$ cat config.mk
export PLATFORM = sky130hd
export DESIGN_NAME = alu_exec_seq
export DESIGN_NICKNAME = d
export VERILOG_FILES = /design/src/rtl/alu_exec_seq_pkg.sv /design/src/rtl/alu_exec_seq_mdu_iter.sv /design/src/rtl/alu_exec_seq.sv
export SDC_FILE = /design/constraint.sdc
export NUM_CORES = 1
export LEC_CHECK = 0
export CAP_MARGIN = 30
export CORE_AREA = 2 2 254 256
export CTS_BUF_LIST = sky130_fd_sc_hd__clkbuf_4 sky130_fd_sc_hd__clkbuf_8 sky130_fd_sc_hd__clkbuf_16
export DETAILED_ROUTE_END_ITERATION = 8
export DIE_AREA = 0 0 256 258
export PLACE_DENSITY = 0.57
export RECOVER_POWER = 25
export SLEW_MARGIN = 10
export SYNTH_ARGS = -nofsm -noshare
export SYNTH_HDL_FRONTEND = slang
export SYNTH_SLANG_ARGS = --single-unit
$ cat constraint.sdc
create_clock -name clk -period 4.1 [get_ports clk]
set_clock_uncertainty 0.05 [all_clocks]
set_input_delay 0.41 -clock clk [delete_from_list [all_inputs] [get_ports clk]]
set_output_delay 0.41 -clock clk [all_outputs]
set_load 0.05 [all_outputs]
$ cat src/rtl/alu_exec_seq_pkg.sv
`default_nettype none
// alu_exec_seq_pkg : control codes, ALU-class codes and FSM states (rev 1.0)
package alu_exec_seq_pkg;

    localparam logic [3:0] ALU_ADD   = 4'b0000;
    localparam logic [3:0] ALU_SUB   = 4'b0001;
    localparam logic [3:0] ALU_AND   = 4'b0010;
    localparam logic [3:0] ALU_OR    = 4'b0011;
    localparam logic [3:0] ALU_BEQ   = 4'b0100;
    localparam logic [3:0] ALU_SLT   = 4'b0101;
    localparam logic [3:0] ALU_XOR   = 4'b0110;
    localparam logic [3:0] ALU_SLTU  = 4'b0111;
    localparam logic [3:0] ALU_SLL   = 4'b1000;
    localparam logic [3:0] ALU_SRL   = 4'b1001;
    localparam logic [3:0] ALU_SRA   = 4'b1010;
    localparam logic [3:0] ALU_MUL   = 4'b1011;
    localparam logic [3:0] ALU_MULHU = 4'b1100;
    localparam logic [3:0] ALU_DIVU  = 4'b1101;
    localparam logic [3:0] ALU_REMU  = 4'b1110;
    localparam logic [3:0] ALU_ILL   = 4'b1111;

    localparam logic [1:0] ALUOP_ADD = 2'b00;
    localparam logic [1:0] ALUOP_BR  = 2'b01;
    localparam logic [1:0] ALUOP_RI  = 2'b10;

    localparam logic [6:0] F7_MEXT = 7'b0000001;

    typedef enum logic [1:0] {
        S_IDLE = 2'b00,
        S_MUL  = 2'b01,
        S_DIV  = 2'b10,
        S_DONE = 2'b11
    } state_t;

endpackage
`default_nettype wire

$ cat src/rtl/alu_exec_seq_mdu_iter.sv
`default_nettype none
// alu_mdu_iter : iterative unsigned shift-add multiplier / restoring divider (rev 1.0)
module alu_mdu_iter
    import alu_exec_seq_pkg::*;
#(
    parameter int XLEN = 32
) (
    input  logic            clk,
    input  logic            rst_n,
    input  logic            start,
    input  logic            is_div,
    input  logic [XLEN-1:0] a,
    input  logic [XLEN-1:0] b,
    output logic            done,
    output logic [XLEN-1:0] hi,
    output logic [XLEN-1:0] lo
);

    localparam int CW = $clog2(XLEN) + 1;
    localparam logic [CW-1:0] LAST = CW'(XLEN - 1);

    logic            busy;
    logic            div_mode;
    logic [CW-1:0]   cnt;
    logic [XLEN-1:0] opnd;
    logic [XLEN-1:0] acc_hi;
    logic [XLEN-1:0] acc_lo;

    logic [XLEN:0]   mul_sum;
    logic [XLEN:0]   div_shift;
    logic [XLEN:0]   div_diff;
    logic            div_take;

    // hi:lo is the product register for MUL and remainder:quotient for DIV
    assign mul_sum   = {1'b0, acc_hi} + {1'b0, (acc_lo[0] ? opnd : '0)};
    assign div_shift = {acc_hi, acc_lo[XLEN-1]};
    assign div_diff  = div_shift - {1'b0, opnd};
    // a zero divisor always "subtracts", giving all-ones quotient and remainder = dividend
    assign div_take  = !div_diff[XLEN] || (opnd == '0);

    // hi/lo present the post-step value so the final step lands in the caller's register
    always_comb begin
        hi = acc_hi;
        lo = acc_lo;
        if (div_mode) begin
            hi = div_take ? div_diff[XLEN-1:0] : div_shift[XLEN-1:0];
            lo = {acc_lo[XLEN-2:0], div_take};
        end else begin
            hi = mul_sum[XLEN:1];
            lo = {mul_sum[0], acc_lo[XLEN-1:1]};
        end
    end

    assign done = busy && (cnt == LAST);

    always_ff @(posedge clk or negedge rst_n) begin
        if (!rst_n) begin
            busy     <= 1'b0;
            div_mode <= 1'b0;
            cnt      <= '0;
            opnd     <= '0;
            acc_hi   <= '0;
            acc_lo   <= '0;
        end else if (start) begin
            busy     <= 1'b1;
            div_mode <= is_div;
            cnt      <= '0;
            opnd     <= is_div ? b : a;
            acc_hi   <= '0;
            acc_lo   <= is_div ? a : b;
        end else if (busy) begin
            acc_hi <= hi;
            acc_lo <= lo;
            cnt    <= cnt + 1'b1;
            if (cnt == LAST) begin
                busy <= 1'b0;
            end
        end
    end

endmodule
`default_nettype wire

$ cat src/rtl/alu_exec_seq.sv
`default_nettype none
// alu_exec_seq : ALU control decode, single-cycle ALU, iterative M-ops, registered result (rev 1.0)
module alu_exec_seq
    import alu_exec_seq_pkg::*;
#(
    parameter int XLEN = 32,
    parameter bit M_EN = 1'b1
) (
    input  logic            clk,
    input  logic            rst_n,
    input  logic            in_valid,
    output logic            in_ready,
    input  logic            op,
    input  logic [6:0]      f7,
    input  logic [2:0]      f3,
    input  logic [1:0]      aluOp,
    input  logic [XLEN-1:0] src_a,
    input  logic [XLEN-1:0] src_b,
    output logic            out_valid,
    input  logic            out_ready,
    output logic [XLEN-1:0] result,
    output logic            zero,
    output logic [3:0]      alu_control,
    output logic            illegal
);

    localparam int SHW = $clog2(XLEN);

    state_t          state;
    logic [3:0]      dec_ctrl;
    logic [XLEN-1:0] alu_res;
    logic            accept;
    logic            dec_mul;
    logic            dec_div;
    logic            mdu_done;
    logic [XLEN-1:0] mdu_hi;
    logic [XLEN-1:0] mdu_lo;
    logic [XLEN-1:0] mdu_res;
    logic [SHW-1:0]  shamt;

    always_comb begin
        dec_ctrl = ALU_ILL;
        case (aluOp)
            ALUOP_ADD: dec_ctrl = ALU_ADD;
            ALUOP_BR: begin
                case (f3)
                    3'b000:          dec_ctrl = ALU_BEQ;
                    3'b001:          dec_ctrl = ALU_SUB;
                    3'b100, 3'b101:  dec_ctrl = ALU_SLT;
                    3'b110, 3'b111:  dec_ctrl = ALU_SLTU;
                    default:         dec_ctrl = ALU_ILL;
                endcase
            end
            ALUOP_RI: begin
                // with M_EN=0 the M-extension encodings stay illegal rather than aliasing base ops
                if (op && f7 == F7_MEXT) begin
                    if (M_EN) begin
                        case (f3)
                            3'b000:  dec_ctrl = ALU_MUL;
                            3'b011:  dec_ctrl = ALU_MULHU;
                            3'b101:  dec_ctrl = ALU_DIVU;
                            3'b111:  dec_ctrl = ALU_REMU;
                            default: dec_ctrl = ALU_ILL;
                        endcase
                    end
                end else begin
                    case (f3)
                        3'b000:  dec_ctrl = (op && f7[5]) ? ALU_SUB : ALU_ADD;
                        3'b001:  dec_ctrl = ALU_SLL;
                        3'b010:  dec_ctrl = ALU_SLT;
                        3'b011:  dec_ctrl = ALU_SLTU;
                        3'b100:  dec_ctrl = ALU_XOR;
                        3'b101:  dec_ctrl = f7[5] ? ALU_SRA : ALU_SRL;
                        3'b110:  dec_ctrl = ALU_OR;
                        default: dec_ctrl = ALU_AND;
                    endcase
                end
            end
            default: dec_ctrl = ALU_ILL;
        endcase
    end

    assign shamt = src_b[SHW-1:0];

    always_comb begin
        alu_res = '0;
        case (dec_ctrl)
            ALU_ADD:  alu_res = src_a + src_b;
            ALU_SUB:  alu_res = src_a - src_b;
            ALU_AND:  alu_res = src_a & src_b;
            ALU_OR:   alu_res = src_a | src_b;
            ALU_BEQ:  alu_res = src_a - src_b;
            ALU_SLT:  alu_res = {{(XLEN-1){1'b0}}, ($signed(src_a) < $signed(src_b))};
            ALU_XOR:  alu_res = src_a ^ src_b;
            ALU_SLTU: alu_res = {{(XLEN-1){1'b0}}, (src_a < src_b)};
            ALU_SLL:  alu_res = src_a << shamt;
            ALU_SRL:  alu_res = src_a >> shamt;
            ALU_SRA:  alu_res = $signed(src_a) >>> shamt;
            default:  alu_res = '0;
        endcase
    end

    assign accept  = in_valid && in_ready;
    assign dec_mul = (dec_ctrl == ALU_MUL)  || (dec_ctrl == ALU_MULHU);
    assign dec_div = (dec_ctrl == ALU_DIVU) || (dec_ctrl == ALU_REMU);
    // held control selects which half of the MDU register pair is the answer
    assign mdu_res = ((alu_control == ALU_MULHU) || (alu_control == ALU_REMU)) ? mdu_hi : mdu_lo;

    alu_mdu_iter #(
        .XLEN (XLEN)
    ) u_mdu (
        .clk    (clk),
        .rst_n  (rst_n),
        .start  (accept && (dec_mul || dec_div)),
        .is_div (dec_div),
        .a      (src_a),
        .b      (src_b),
        .done   (mdu_done),
        .hi     (mdu_hi),
        .lo     (mdu_lo)
    );

    always_ff @(posedge clk or negedge rst_n) begin
        if (!rst_n) begin
            state       <= S_IDLE;
            in_ready    <= 1'b1;
            out_valid   <= 1'b0;
            result      <= '0;
            zero        <= 1'b1;
            alu_control <= ALU_ADD;
            illegal     <= 1'b0;
        end else begin
            case (state)
                S_IDLE: begin
                    if (accept) begin
                        alu_control <= dec_ctrl;
                        illegal     <= (dec_ctrl == ALU_ILL);
                        in_ready    <= 1'b0;
                        if (dec_mul) begin
                            state <= S_MUL;
                        end else if (dec_div) begin
                            state <= S_DIV;
                        end else begin
                            result    <= alu_res;
                            zero      <= (alu_res == '0);
                            out_valid <= 1'b1;
                            state     <= S_DONE;
                        end
                    end
                end
                S_MUL, S_DIV: begin
                    if (mdu_done) begin
                        result    <= mdu_res;
                        zero      <= (mdu_res == '0);
                        out_valid <= 1'b1;
                        state     <= S_DONE;
                    end
                end
                default: begin
                    if (out_ready) begin
                        out_valid <= 1'b0;
                        in_ready  <= 1'b1;
                        state     <= S_IDLE;
                    end
                end
            endcase
        end
    end

endmodule
`default_nettype wire

==> flow_metrics.py <==
metrics = {
    "critical_path": {
        "rr_worst_depth": 17,
        "crit_top_cell": "nand4_1",
        "rr_endpoint": "zero",
        "crit_slowest_cell": "mux4_2",
        "worstReg2RegStart": "u_mdu.opnd[0]",
        "setup.worst_path.end_class": "flip-flop",
        "cpPeakStageDelay_ns": 0.52,
        "critical_path.cell_chain": "ha_4 -> inv_2 -> fa_2 -> a211oi_4 -> o211ai_1 -> nand4_1 -> a2111o_1 -> a21bo_2 -> nand2_4 -> buf_6 -> mux2_4 -> mux4_2 -> nor4_2 -> nand4_1 -> nor4_1 -> a32oi_1 -> nand2_1",
        "cp-start-kind": "flip-flop",
        "critPathMaxFanout": 4,
        "cp.required_ns": 4.45,
        "reg2reg_slack_ns": -0.25,
        "worst-setup-path-type": "flip-flop to flip-flop",
        "crit_arrival_ns": 4.70,
    },
    "global_routing": {
        "antenna_found_initial": 7,
        "gr-usage-all-layers_pct": 34.3,
        "grt_max_degree": 121,
        "grt_pass1_vias": 25900,
        "grt_pass1_wl_um": 170000,
        "overflow": 0,
    },
    "synthesis": {
        "synth_fp_nets": 3223,
        "synth_cell_types": 99,
        "synthAdderAreaFrac_pct": 9.68,
        "synth_compound_area_share_pct": 29.8,
        "synth_top_family_by_area": "compound AO/OA/AOI/OAI gates",
        "ys.flop_type": "dfrtp_1",
        "synth_mux_area_share_pct": 14.8,
        "synth.cell_area_um2": 22000,
        "async_flop_share_pct": 100,
        "synth_xor_xnor_area_share_pct": 2.82,
        "synth_top_area_cell": "dfrtp_1",
        "yosysWarnings": 0,
        "ys_seq_elements": 146,
        "synth-simple-area-share_pct": 19.6,
        "avgSynthCellArea_um2": 7.41,
        "synthTopCellsByArea": "dfrtp_1, mux2i_1, ha_1",
        "netlist_instances": 2974,
        "synth_edf_count": 0,
        "synth_top_area_share_pct": 16.4,
        "yosysSeqAreaShare_pct": 16.6,
    },
    "placement": {
        "dp_cells": 4586,
        "place_ws_ns": -1.12,
        "place.gp.congestion": 1.07,
        "hpwl_um": 95200,
        "port_buffers": 120,
    },
    "clock_network": {
        "cts_buffer_depth": 2,
        "cts_root_buf": "clkbuf_16",
        "cts_buffers": 17,
        "cts_tree": "done",
        "path_clk_slew_ns": 0.07,
        "numClockSinks": 146,
        "clk-insertion-delay-late_ns": 0.46,
        "cts_max_level": 4,
    },
    "floorplanning": {
        "die_w_um": 256,
        "io_pins": 121,
        "fp.dieArea_um2": 66000,
        "rows": 93,
        "core_um2": 63600,
        "initial_core_util_pct": 34.6,
        "die_h_um": 258,
    },
    "status": {
        "status": "finished with violations",
        "violations": "capacitance limit, slew limit, setup timing",
    },
    "pwr": {
        "peakVddDrop_v": 0.000509,
        "internal-power_uw": 12100,
        "total_power_uw": 24600,
        "seqPwrFrac_pct": 12.0,
        "clockPowerShare_pct": 6.8,
        "p_switching_uw": 12500,
        "p_leak_uw": 0.0146,
        "p_sw_share_pct": 50.9,
        "pwr_density_cell_nw_per_um2": 766,
        "pwr-share-comb_pct": 81.2,
    },
    "timing": {
        "final.setup.worst_slack_ns": -0.254,
        "tightest_slew_ns": 2.32,
        "rsz0062_at_grt": "yes",
        "setup_violations": 4,
        "timing.final.max_slew_violations": 40,
        "max_freq_ghz": 0.230,
        "finalCritPeriodShare_pct": 106,
        "whs_ns": 0.435,
        "slew_headroom_pct": -54.9,
        "post-route-min-period_ns": 4.35,
        "final_hold_viol_count": 0,
    },
    "detailed_routing": {
        "drt-pass1-iter-count": 6,
        "vias": 27200,
        "drc_errors": 0,
        "avgRoutedWirePerCell_um": 25.2,
        "wl_um": 117000,
        "drt_iter0_markers": 2784,
        "via_per_inst": 5.85,
        "ant_nets": 0,
    },
    "worst_hold_path": {
        "whs_endpoint": "result[11]",
        "min_path_type": "flip-flop to flip-flop",
        "hold_start": "result[11]",
        "holdPathStages": 2,
    },
    "layout": {
        "layout-drive-gt1-share_pct": 31.1,
        "final_cell_mix": "buf_4, nor2_1, nand2_1",
        "fin_util_pct": 50.3,
        "final_cells": 4651,
        "final_common_cell": "buf_4",
        "area_delta_synth_final_pct": 45.4,
        "final_nets": 4028,
    },
    "job": {
        "maxCapViolations": 1,
    },
}
==> power by group through the flow <==
stage / registers, uW / clock network [uW] / logic, uW
2_1_floorplan: 3390 / 0 / 9410
3_3_place_gp: 2910 / 0 / 18000
4_1_cts: 2910 / 1680 / 18700
5_1_grt: 3030 / 1740 / 21300
6_report: 2950 / 1670 / 19900
3_5_place_dp: 2930 / 0 / 18000
==> synthesized netlist by cell type (all sizes together), types with 12 or more instances <==
| library cell | number |
|---|---|
| nor2b | 21 |
| or3 | 22 |
| clkbuf | 140 |
| a21o | 40 |
| o21ai | 230 |
| nand2 | 278 |
| mux4 | 28 |
| dfrtp | 144 |
| o21bai | 15 |
| nand4 | 29 |
| and3 | 24 |
| a221oi | 14 |
| a211o | 12 |
| xnor2 | 42 |
| nand2b | 16 |
| mux2i | 209 |
| or4 | 14 |
| o31ai | 29 |
| and2 | 49 |
| nand3 | 57 |
| nor3 | 75 |
| buf | 73 |
| a2111oi | 17 |
| a21oi | 264 |
| ha | 164 |
| inv | 156 |
| o22ai | 34 |
| xor2 | 29 |
| mux2 | 48 |
| nor2 | 294 |
| a211oi | 107 |
| a31oi | 21 |
| o211ai | 41 |
| o21a | 29 |
| nor4 | 29 |
| o221ai | 15 |
==> logic make-up (layout without fill, tap and decap cells) <==
family / after synthesis / in the layout
adders and majority gates: 168 / 168
buffers and inverters: 371 / 1189
AOI/OAI and AO/OA: 1001 / 1001
muxes: 285 / 285
and+or+nand+nor: 932 / 932
other: 0 / 4
DFF: 146 / 146
xor gates and xnor gates: 71 / 71
==> per-layer routing <==
metal | global-route usage [%] | vias to the layer above | share of wire (%)
li1 | - | 12600 | -
met3 | 3.53 | 306 | 6.6
met2 | 55.8 | 1226 | 45
met4 | 18.5 | 6 | 6.3
met1 | 44.7 | 13000 | 42
met5 | 0 | - | 0.030
==> cell type report <==
cell class              count  area, um2
clock inverters            14        168
flip-flops and latches    146       3660
clock buffers              18        439
inverters                 158        599
repair buffers            999       8220
diodes                      4       10.0
well taps                 855       1070
fillers                  6318      31600
multi-input cells        2457      17900
==> sequential cells by signal (all words and copies together), names as in the netlist <==
name and count:
state 2, u_mdu.busy 1, u_mdu.acc_lo 32, alu_control 4, u_mdu.opnd 32, zero 1, in_ready 1, illegal 1
u_mdu.acc_hi 32, out_valid 1, u_mdu.cnt 6, u_mdu.div_mode 1, result 32
==> worst max-delay path, delay by kind of cell, from the launching register on <==
family	cells	cell delay, ns
compound gates	5	1.27
mux	2	0.85
fa+ha+maj	2	0.42
buf+inv	2	0.19
simple gates	6	1.08
flops	1	0.42
==> worst max-delay path by stage <==
stage	depth (start not counted)	slack [ns]	startpoint	end
6_report	17	-0.25	u_mdu.opnd[0]	zero
5_1_grt	19	-0.36	u_mdu.acc_lo[31]	zero
4_1_cts	18	-0.18	u_mdu.acc_lo[31]	zero
3_5_place_dp	17	-1.12	src_a[19]	zero
3_3_place_gp	18	-1.09	f7[3]	zero
2_1_floorplan	17	0.02	src_a[19]	result[31]
==> timing repair <==
item | CTS | global route
cloned | 1 | 1
pin swaps | 38 | 50
buffers inserted | 7 | 23
gates resized for setup | 87 | 164
endpoints found under the hold margin | 37 | 0
hold buffers | 1 | 0
endpoints found under the setup margin | 18 | 27
==> through the flow <==
step,area [um2],TNS (ns)
after floorplan,22100,0
after global routing,32000,-0.949
after CTS,31200,-0.248
final,32000,-0.469
after detailed placement,30100,-20.15
after global placement,30100,-17.80
Note: power is estimated with default switching activity, not from simulation.
